## config.mk

```make
export PLATFORM = sky130hd
export DESIGN_NAME = rvfi_commit_serializer
export DESIGN_NICKNAME = d
export VERILOG_FILES = /design/src/rtl/rvfi_commit_serializer.sv
export SDC_FILE = /design/constraint.sdc
export NUM_CORES = 2
export LEC_CHECK = 0
export ABC_AREA = 1
export CAP_MARGIN = 10
export CORE_MARGIN = 4
export CORE_UTILIZATION = 40
export CTS_CLUSTER_DIAMETER = 200
export CTS_CLUSTER_SIZE = 8
export DETAILED_ROUTE_END_ITERATION = 12
export PLACE_DENSITY = 0.65
export RECOVER_POWER = 25
export SYNTH_ARGS = -nofsm -noshare
export SYNTH_HDL_FRONTEND = slang
export SYNTH_SLANG_ARGS = --single-unit
```

## constraint.sdc

```tcl
create_clock -name clk -period 13 [get_ports clk]
set_input_delay 2.6 -clock clk [delete_from_list [all_inputs] [get_ports clk]]
set_output_delay 2.6 -clock clk [all_outputs]
set_load 0.01 [all_outputs]
```

## src/rtl/rvfi_commit_serializer.sv

```systemverilog
// Multi-lane RVFI commit serializer: drops NOPs, buffers retirements in program order, replays one per cycle.
// Optional PC-continuity checking is built only when RVFI_PC_CHECK_EN is defined.
module rvfi_commit_serializer #(
  parameter int unsigned LANES = 2,
  parameter int unsigned DEPTH = 8,
  parameter int unsigned XLEN  = 32
) (
  input  logic                  clk,
  input  logic                  rst,
  input  logic [LANES-1:0]      lane_valid,
  input  logic [LANES*32-1:0]   lane_inst,
  input  logic [LANES*XLEN-1:0] lane_pc_rdata,
  input  logic [LANES*XLEN-1:0] lane_pc_wdata,
  input  logic [LANES-1:0]      lane_load_regfile,
  input  logic [LANES*5-1:0]    lane_rd_addr,
  input  logic [LANES*XLEN-1:0] lane_rd_wdata,
  output logic                  stall,
  output logic                  commit,
  output logic [63:0]           order,
  output logic [31:0]           inst,
  output logic [XLEN-1:0]       pc_rdata,
  output logic [XLEN-1:0]       pc_wdata,
  output logic                  load_regfile,
  output logic [4:0]            rd_addr,
  output logic [XLEN-1:0]       rd_wdata,
  output logic                  halt,
  output logic                  halted,
  output logic                  overflow,
  output logic                  pc_mismatch
);

  localparam int unsigned PW = $clog2(DEPTH);
  localparam int unsigned CW = PW + 1;
  localparam logic [31:0] NOP = 32'h0000_0013;

  typedef struct packed {
    logic [31:0]     inst;
    logic [XLEN-1:0] pc_rdata;
    logic [XLEN-1:0] pc_wdata;
    logic            load_regfile;
    logic [4:0]      rd_addr;
    logic [XLEN-1:0] rd_wdata;
  } entry_t;

  entry_t          mem_q [DEPTH];
  logic [PW-1:0]   wr_ptr_q, wr_ptr_d, rd_ptr_q, rd_ptr_d;
  logic [CW-1:0]   count_q, count_d, n_acc;
  logic [LANES-1:0] lane_ok;
  logic [PW-1:0]   slot [LANES];
  logic            enq, pop, head_halt;
  entry_t          head, out_q;
  logic [63:0]     ord_cnt_q, order_q;
  logic            commit_q, halt_q, halted_q, ovf_q;

  assign stall     = (CW'(DEPTH) - count_q) < CW'(LANES);
  assign enq       = !stall && !halted_q;
  assign pop       = count_q != '0;
  assign head      = mem_q[rd_ptr_q];
  assign head_halt = (head.inst[6:0] == 7'b1100011) &&
                     (head.inst[19:15] == head.inst[24:20]) &&
                     (head.pc_wdata == head.pc_rdata);

  // Compact surviving lanes into consecutive slots, oldest lane first.
  always_comb begin
    n_acc = '0;
    for (int unsigned i = 0; i < LANES; i++) begin
      lane_ok[i] = lane_valid[i] && (lane_inst[32*i +: 32] != NOP);
      slot[i]    = wr_ptr_q + PW'(n_acc);
      n_acc      = n_acc + CW'(lane_ok[i]);
    end
    count_d  = count_q + (enq ? n_acc : '0) - CW'(pop);
    wr_ptr_d = wr_ptr_q + (enq ? PW'(n_acc) : '0);
    rd_ptr_d = rd_ptr_q + PW'(pop);
  end

  always_ff @(posedge clk) begin
    if (enq) begin
      for (int unsigned i = 0; i < LANES; i++) begin
        if (lane_ok[i]) begin
          mem_q[slot[i]] <= '{inst:         lane_inst[32*i +: 32],
                              pc_rdata:     lane_pc_rdata[XLEN*i +: XLEN],
                              pc_wdata:     lane_pc_wdata[XLEN*i +: XLEN],
                              load_regfile: lane_load_regfile[i],
                              rd_addr:      lane_rd_addr[5*i +: 5],
                              rd_wdata:     lane_rd_wdata[XLEN*i +: XLEN]};
        end
      end
    end
  end

  always_ff @(posedge clk) begin
    if (rst) begin
      wr_ptr_q  <= '0;
      rd_ptr_q  <= '0;
      count_q   <= '0;
      out_q     <= '0;
      ord_cnt_q <= '0;
      order_q   <= '0;
      commit_q  <= 1'b0;
      halt_q    <= 1'b0;
      halted_q  <= 1'b0;
      ovf_q     <= 1'b0;
    end else begin
      wr_ptr_q <= wr_ptr_d;
      rd_ptr_q <= rd_ptr_d;
      count_q  <= count_d;
      commit_q <= pop;
      halt_q   <= pop && head_halt;
      if (pop) begin
        out_q     <= head;
        order_q   <= ord_cnt_q;
        ord_cnt_q <= ord_cnt_q + 64'd1;
        if (head_halt) halted_q <= 1'b1;
      end
      if ((|lane_valid) && (stall || halted_q)) ovf_q <= 1'b1;
    end
  end

  assign commit       = commit_q;
  assign order        = order_q;
  assign inst         = out_q.inst;
  assign pc_rdata     = out_q.pc_rdata;
  assign pc_wdata     = out_q.pc_wdata;
  assign load_regfile = out_q.load_regfile;
  assign rd_addr      = out_q.rd_addr;
  assign rd_wdata     = out_q.rd_wdata;
  assign halt         = halt_q;
  assign halted       = halted_q;
  assign overflow     = ovf_q;

`ifdef RVFI_PC_CHECK_EN
  logic [XLEN-1:0] last_pc_q;
  logic            seen_q, pcm_q;

  always_ff @(posedge clk) begin
    if (rst) begin
      last_pc_q <= '0;
      seen_q    <= 1'b0;
      pcm_q     <= 1'b0;
    end else if (pop) begin
      last_pc_q <= head.pc_wdata;
      seen_q    <= 1'b1;
      if (seen_q && (head.pc_rdata != last_pc_q)) pcm_q <= 1'b1;
    end
  end

  assign pc_mismatch = pcm_q;
`else
  assign pc_mismatch = 1'b0;
`endif

endmodule
```

==> metrics.txt <==
# TYPE chip_impl_metric gauge
chip_impl_info{name="rr_endpoint",value="mem_q[5][44]"} 1
chip_impl_metric{name="ys_seq_elements",unit=""} 1348
chip_impl_info{name="crit_path_start_kind",value="input pin"} 1
chip_impl_info{name="crit_path_top_delay_cell",value="sky130_fd_sc_hd__clkinvlp_2"} 1
chip_impl_info{name="outcome",value="finished, violations left"} 1
chip_impl_info{name="synth_top_family_by_area",value="simple AND/OR/NAND/NOR gates"} 1
chip_impl_metric{name="synth_cell_type_count",unit=""} 46
chip_impl_metric{name="post_drt_wl_per_cell",unit="um"} 21.87
chip_impl_metric{name="synth-edff-count",unit=""} 1072
chip_impl_metric{name="drc",unit=""} 0
chip_impl_metric{name="gr-usage-all-layers",unit="%"} 25.19
chip_impl_metric{name="globalRouteOverflowTotal",unit=""} 0
chip_impl_metric{name="num_vias",unit=""} 56794
chip_impl_metric{name="gp_congestion",unit=""} 0.8993
chip_impl_metric{name="post_synth_and_or_nand_nor_area_fraction",unit="%"} 20.01
chip_impl_metric{name="maxSlewHeadroom",unit="%"} -223.1
chip_impl_metric{name="critical_path_arrival",unit="ns"} 10.76
chip_impl_metric{name="worst-endpoint-required",unit="ns"} 13.63
chip_impl_metric{name="multi_input_area",unit="um^2"} 23760
chip_impl_metric{name="area_occupied_by_registers",unit="um^2"} 37730
chip_impl_metric{name="fillCellCount",unit=""} 15908
chip_impl_metric{name="cts_max_path_buffers",unit=""} 3
chip_impl_metric{name="global_route.usage.met3",unit="%"} 4.355
chip_impl_metric{name="grt_first_pass_wirelength",unit="mm"} 336.5
chip_impl_info{name="yosysTopAreaCell",value="sky130_fd_sc_hd__edfxtp_1"} 1
chip_impl_metric{name="ys_warnings",unit=""} 0
chip_impl_info{name="tritoncts",value="yes"} 1
chip_impl_metric{name="final.period_utilization",unit="%"} 77.88
chip_impl_metric{name="post_route_minimum_period",unit="ns"} 10.12
chip_impl_metric{name="route.detailed.vias_per_inst",unit=""} 5.457
chip_impl_metric{name="tritoncts_num_sinks",unit=""} 1348
chip_impl_metric{name="syn-num-nets",unit=""} 8244
chip_impl_metric{name="total_power",unit="W"} 0.01802
chip_impl_metric{name="die_area",unit="um^2"} 176100
chip_impl_metric{name="holdPathStages",unit=""} 2
chip_impl_metric{name="reg2reg_slack",unit="ns"} 6.55
chip_impl_info{name="violations_in_the_final_reports",value="max-capacitance violations, max-slew violations"} 1
chip_impl_metric{name="drive_gt1_share",unit="%"} 3.685
chip_impl_metric{name="floorplan.initialDensity",unit="%"} 40.41
chip_impl_metric{name="drt_iter0_drc",unit=""} 6234
chip_impl_metric{name="die_w",unit="um"} 419.7
chip_impl_metric{name="crit_fanout",unit=""} 85
chip_impl_info{name="worst_path_dominant_cell_family",value="buffers and inverters"} 1
chip_impl_info{name="timing.hold.worst.class",value="register to register"} 1
chip_impl_metric{name="firstDrtPassIters",unit=""} 6
chip_impl_metric{name="hpwlAfterDp",unit="mm"} 134.2
chip_impl_metric{name="max-cap-violations",unit=""} 11
chip_impl_info{name="synth_area_leaders",value="sky130_fd_sc_hd__edfxtp_1, sky130_fd_sc_hd__nand2_1, sky130_fd_sc_hd__dfxtp_1"} 1
chip_impl_info{name="grt_most_used_layer",value="met2"} 1
chip_impl_metric{name="syn-mean-instance-area",unit="um^2"} 8.522
chip_impl_metric{name="power.leakage",unit="nW"} 31.91
chip_impl_metric{name="ioPinCount",unit=""} 476
chip_impl_metric{name="place.port_buffers",unit=""} 474
chip_impl_metric{name="post_synth_arst_share",unit="%"} 0
chip_impl_metric{name="post-place-ws",unit="ns"} 3.888
chip_impl_metric{name="first_global_vias",unit=""} 53314
chip_impl_metric{name="die_y",unit="um"} 419.7
chip_impl_metric{name="least_margin_pin_slew",unit="ns"} 4.847
chip_impl_metric{name="numCtsBuffers",unit=""} 186
chip_impl_metric{name="post_synth_inst_count",unit=""} 7956
chip_impl_metric{name="core_area",unit="um^2"} 167800
chip_impl_metric{name="seq_area_frac_synth",unit="%"} 55.63
chip_impl_info{name="min_from",value="inst[5]"} 1
chip_impl_metric{name="synth-compound-area-share",unit="%"} 14.40
chip_impl_metric{name="clk_pin_slew_worst_paths",unit="ns"} 0.05
chip_impl_metric{name="irDropWorstVdd",unit="mV"} 0.4004
chip_impl_metric{name="post-route-util",unit="%"} 46.30
chip_impl_metric{name="skew",unit="ns"} 0.06354
chip_impl_metric{name="drv_slew",unit=""} 706
chip_impl_metric{name="power_per_cell_area",unit="nW/um^2"} 232.0
chip_impl_metric{name="timing.critical_path.buf_inv",unit=""} 4
chip_impl_metric{name="fmaxAchievable",unit="GHz"} 0.09877
chip_impl_metric{name="route.final.wire_length",unit="mm"} 227.6
chip_impl_metric{name="post_synth_xor_area_fraction",unit="%"} 0.2971
chip_impl_info{name="grt_setup_unrepaired",value="false"} 1
chip_impl_metric{name="synth_area",unit="um^2"} 67800
chip_impl_metric{name="h_tree_lvls",unit=""} 4
chip_impl_metric{name="timing_hold_violations_final",unit=""} 0
chip_impl_info{name="crit_top_cell",value="sky130_fd_sc_hd__clkbuf_1"} 1
chip_impl_info{name="timing.critical_path.to_type",value="register"} 1
chip_impl_metric{name="cpPeakStageDelay",unit="ns"} 3.41
chip_impl_info{name="ctsRootBufferMaster",value="sky130_fd_sc_hd__clkbuf_16"} 1
chip_impl_metric{name="synth.top_cell.area_share",unit="%"} 47.48
chip_impl_info{name="critical_path.cell_chain",value="buf_2 > clkbuf_1 > clkinvlp_2 > clkbuf_1 > nand3_1 > o21ai_0"} 1
chip_impl_info{name="worst_r2r_startpoint",value="count_q[0]"} 1
chip_impl_metric{name="worstSkewPairLatency",unit="ns"} 0.82
chip_impl_metric{name="timing.final.setup_violations",unit=""} 0
chip_impl_metric{name="globalRouteMet1Util",unit="%"} 31.41
chip_impl_metric{name="pin_count_of_the_biggest_net_entering_global_routing",unit=""} 206
chip_impl_metric{name="postCtsSetupBuffers",unit=""} 0
chip_impl_metric{name="postRouteAntennaNets",unit=""} 0
chip_impl_metric{name="r2r_cells",unit=""} 10
chip_impl_metric{name="grt.met2_usage",unit="%"} 41.39
chip_impl_metric{name="setup_total_negative_slack",unit="ns"} 0
chip_impl_info{name="min_to",value="inst[5]"} 1
chip_impl_metric{name="area_growth_from_synthesis_to_layout",unit="%"} 14.58
chip_impl_metric{name="finalNetCount",unit=""} 8308
chip_impl_metric{name="postLayoutSetupSlackWorst",unit="ns"} 2.875
chip_impl_metric{name="ctsResizeCount",unit=""} 0
chip_impl_metric{name="synth_adder_area_share",unit="%"} 0.3174
chip_impl_info{name="top_ff_cell_synth",value="sky130_fd_sc_hd__edfxtp_1"} 1
chip_impl_info{name="critical_path_class",value="input pin to register"} 1
chip_impl_metric{name="initial_antenna_violation_count",unit=""} 50
chip_impl_metric{name="row_count",unit=""} 150
chip_impl_metric{name="synth_mux_area_share",unit="%"} 0
chip_impl_metric{name="cts_hold_buffers",unit=""} 0
-- cells in the final DEF, fill, tap and decap left out, drive strengths merged, types with 34 or more instances in the layout --
master,count
nand2,2252
o21ai,1673
edfxtp,1072
inv,649
nor2,564
nand3,449
clkbuf,328
dfxtp,276
clkdlybuf4s50,269
dlygate4sd3,204
a21oi,88
buf,60
o22ai,55
o221ai,53
nor3,51
diode,34
-- cell families (layout without fill, tap and decap cells) --
kind of cell    Yosys count  after routing
compound gates         1889           1889
flops                  1348           1348
buf+inv                1310           1523
simple gates           3369           3369
fa+ha+maj                16             16
xor+xnor                 23             23
other cells               1             35
-- worst max path at each step --
stage / startpoint / end / depth (start not counted)
finish: rst / pc_wdata[7] / 6
global route: rst / pc_rdata[12] / 6
CTS: lane_inst[15] / mem_q[3][100] / 15
detailed placement: lane_inst[15] / mem_q[3][72] / 15
global placement: lane_inst[2] / mem_q[3][72] / 14
floorplan: lane_inst[22] / mem_q[0][0] / 6
-- tightest hold or removal path: stages (launching register included) --
cell	delay, ns
sky130_fd_sc_hd__dfxtp_1	0.30
sky130_fd_sc_hd__nand3_1	0.07
sky130_fd_sc_hd__nand2_1	0.05
-- routing by layer --
layer  up-vias  routed length, um
met5         -                155
met4        22              13090
met3       559              18590
met2      2655             108000
met1     26787              87800
li1      26771                  -
-- registers in the layout, summed over array words and instances, names as in the netlist --
| register | count |
|---|---|
| order | 64 |
| overflow | 1 |
| ord_cnt_q | 64 |
| mem_q | 1072 |
| wr_ptr_q | 3 |
| halted | 1 |
| count_q | 4 |
| rd_ptr_q | 3 |
| pc_rdata | 32 |
| pc_wdata | 32 |
| halt | 1 |
| rd_addr | 5 |
| rd_wdata | 32 |
| commit | 1 |
| inst | 32 |
| load_regfile | 1 |
-- metrics by stage --
step	hold WS, ns	area, um^2	std cells
floorplan	0.4446	67800	7956
global placement	0.4600	72160	10036
CTS	0.4766	77720	10373
finish	0.4725	77680	10407
detailed placement	0.4676	72160	10036
global route	0.5043	77650	10397
-- layout make-up --
cell class	instances	area share, %
Sequential cell	1348	48.57
Timing Repair Buffer	539	6.849
Clock inverter	15	0.5090
Tap cell	2204	3.550
Multi-Input combinational cell	5298	30.59
Inverter	647	3.178
Clock buffer	322	6.649
Antenna cell	34	0.1095
-- report_power, final --
group          internal (W)  switching [W]
clock               0.00272        0.00194
sequential          0.00601       0.000404
combinational       0.00187        0.00508
total                0.0106        0.00742
-- cell usage after synthesis (2+ instances only) --
| cell type | count |
|---|---|
| sky130_fd_sc_hd__nand2_1 | 2251 |
| sky130_fd_sc_hd__edfxtp_1 | 1072 |
| sky130_fd_sc_hd__o21ai_0 | 1069 |
| sky130_fd_sc_hd__inv_1 | 638 |
| sky130_fd_sc_hd__o21ai_1 | 604 |
| sky130_fd_sc_hd__nor2_1 | 558 |
| sky130_fd_sc_hd__nand3_1 | 441 |
| sky130_fd_sc_hd__dfxtp_1 | 276 |
| sky130_fd_sc_hd__buf_2 | 203 |
| sky130_fd_sc_hd__clkbuf_1 | 196 |
| sky130_fd_sc_hd__buf_4 | 116 |
| sky130_fd_sc_hd__buf_6 | 96 |
| sky130_fd_sc_hd__a21oi_1 | 88 |
| sky130_fd_sc_hd__o22ai_1 | 55 |
| sky130_fd_sc_hd__o221ai_1 | 53 |
| sky130_fd_sc_hd__buf_1 | 52 |
| sky130_fd_sc_hd__nor3_1 | 47 |
| sky130_fd_sc_hd__nand4_1 | 32 |
| sky130_fd_sc_hd__xor2_1 | 21 |
| sky130_fd_sc_hd__ha_1 | 14 |
| sky130_fd_sc_hd__a31oi_1 | 10 |
| sky130_fd_sc_hd__nand3_4 | 8 |
| sky130_fd_sc_hd__nor4_1 | 8 |
| sky130_fd_sc_hd__inv_2 | 6 |
| sky130_fd_sc_hd__nor2_2 | 5 |
| sky130_fd_sc_hd__nor3_2 | 4 |
| sky130_fd_sc_hd__and3_1 | 3 |
| sky130_fd_sc_hd__o21a_1 | 3 |
| sky130_fd_sc_hd__or2_2 | 3 |
| sky130_fd_sc_hd__a221oi_1 | 2 |
| sky130_fd_sc_hd__and2_1 | 2 |
| sky130_fd_sc_hd__fa_1 | 2 |
| sky130_fd_sc_hd__nand3b_1 | 2 |
| sky130_fd_sc_hd__nor3b_1 | 2 |
| sky130_fd_sc_hd__o211ai_1 | 2 |
| sky130_fd_sc_hd__xnor2_1 | 2 |
(Power assumes the default switching activity.)
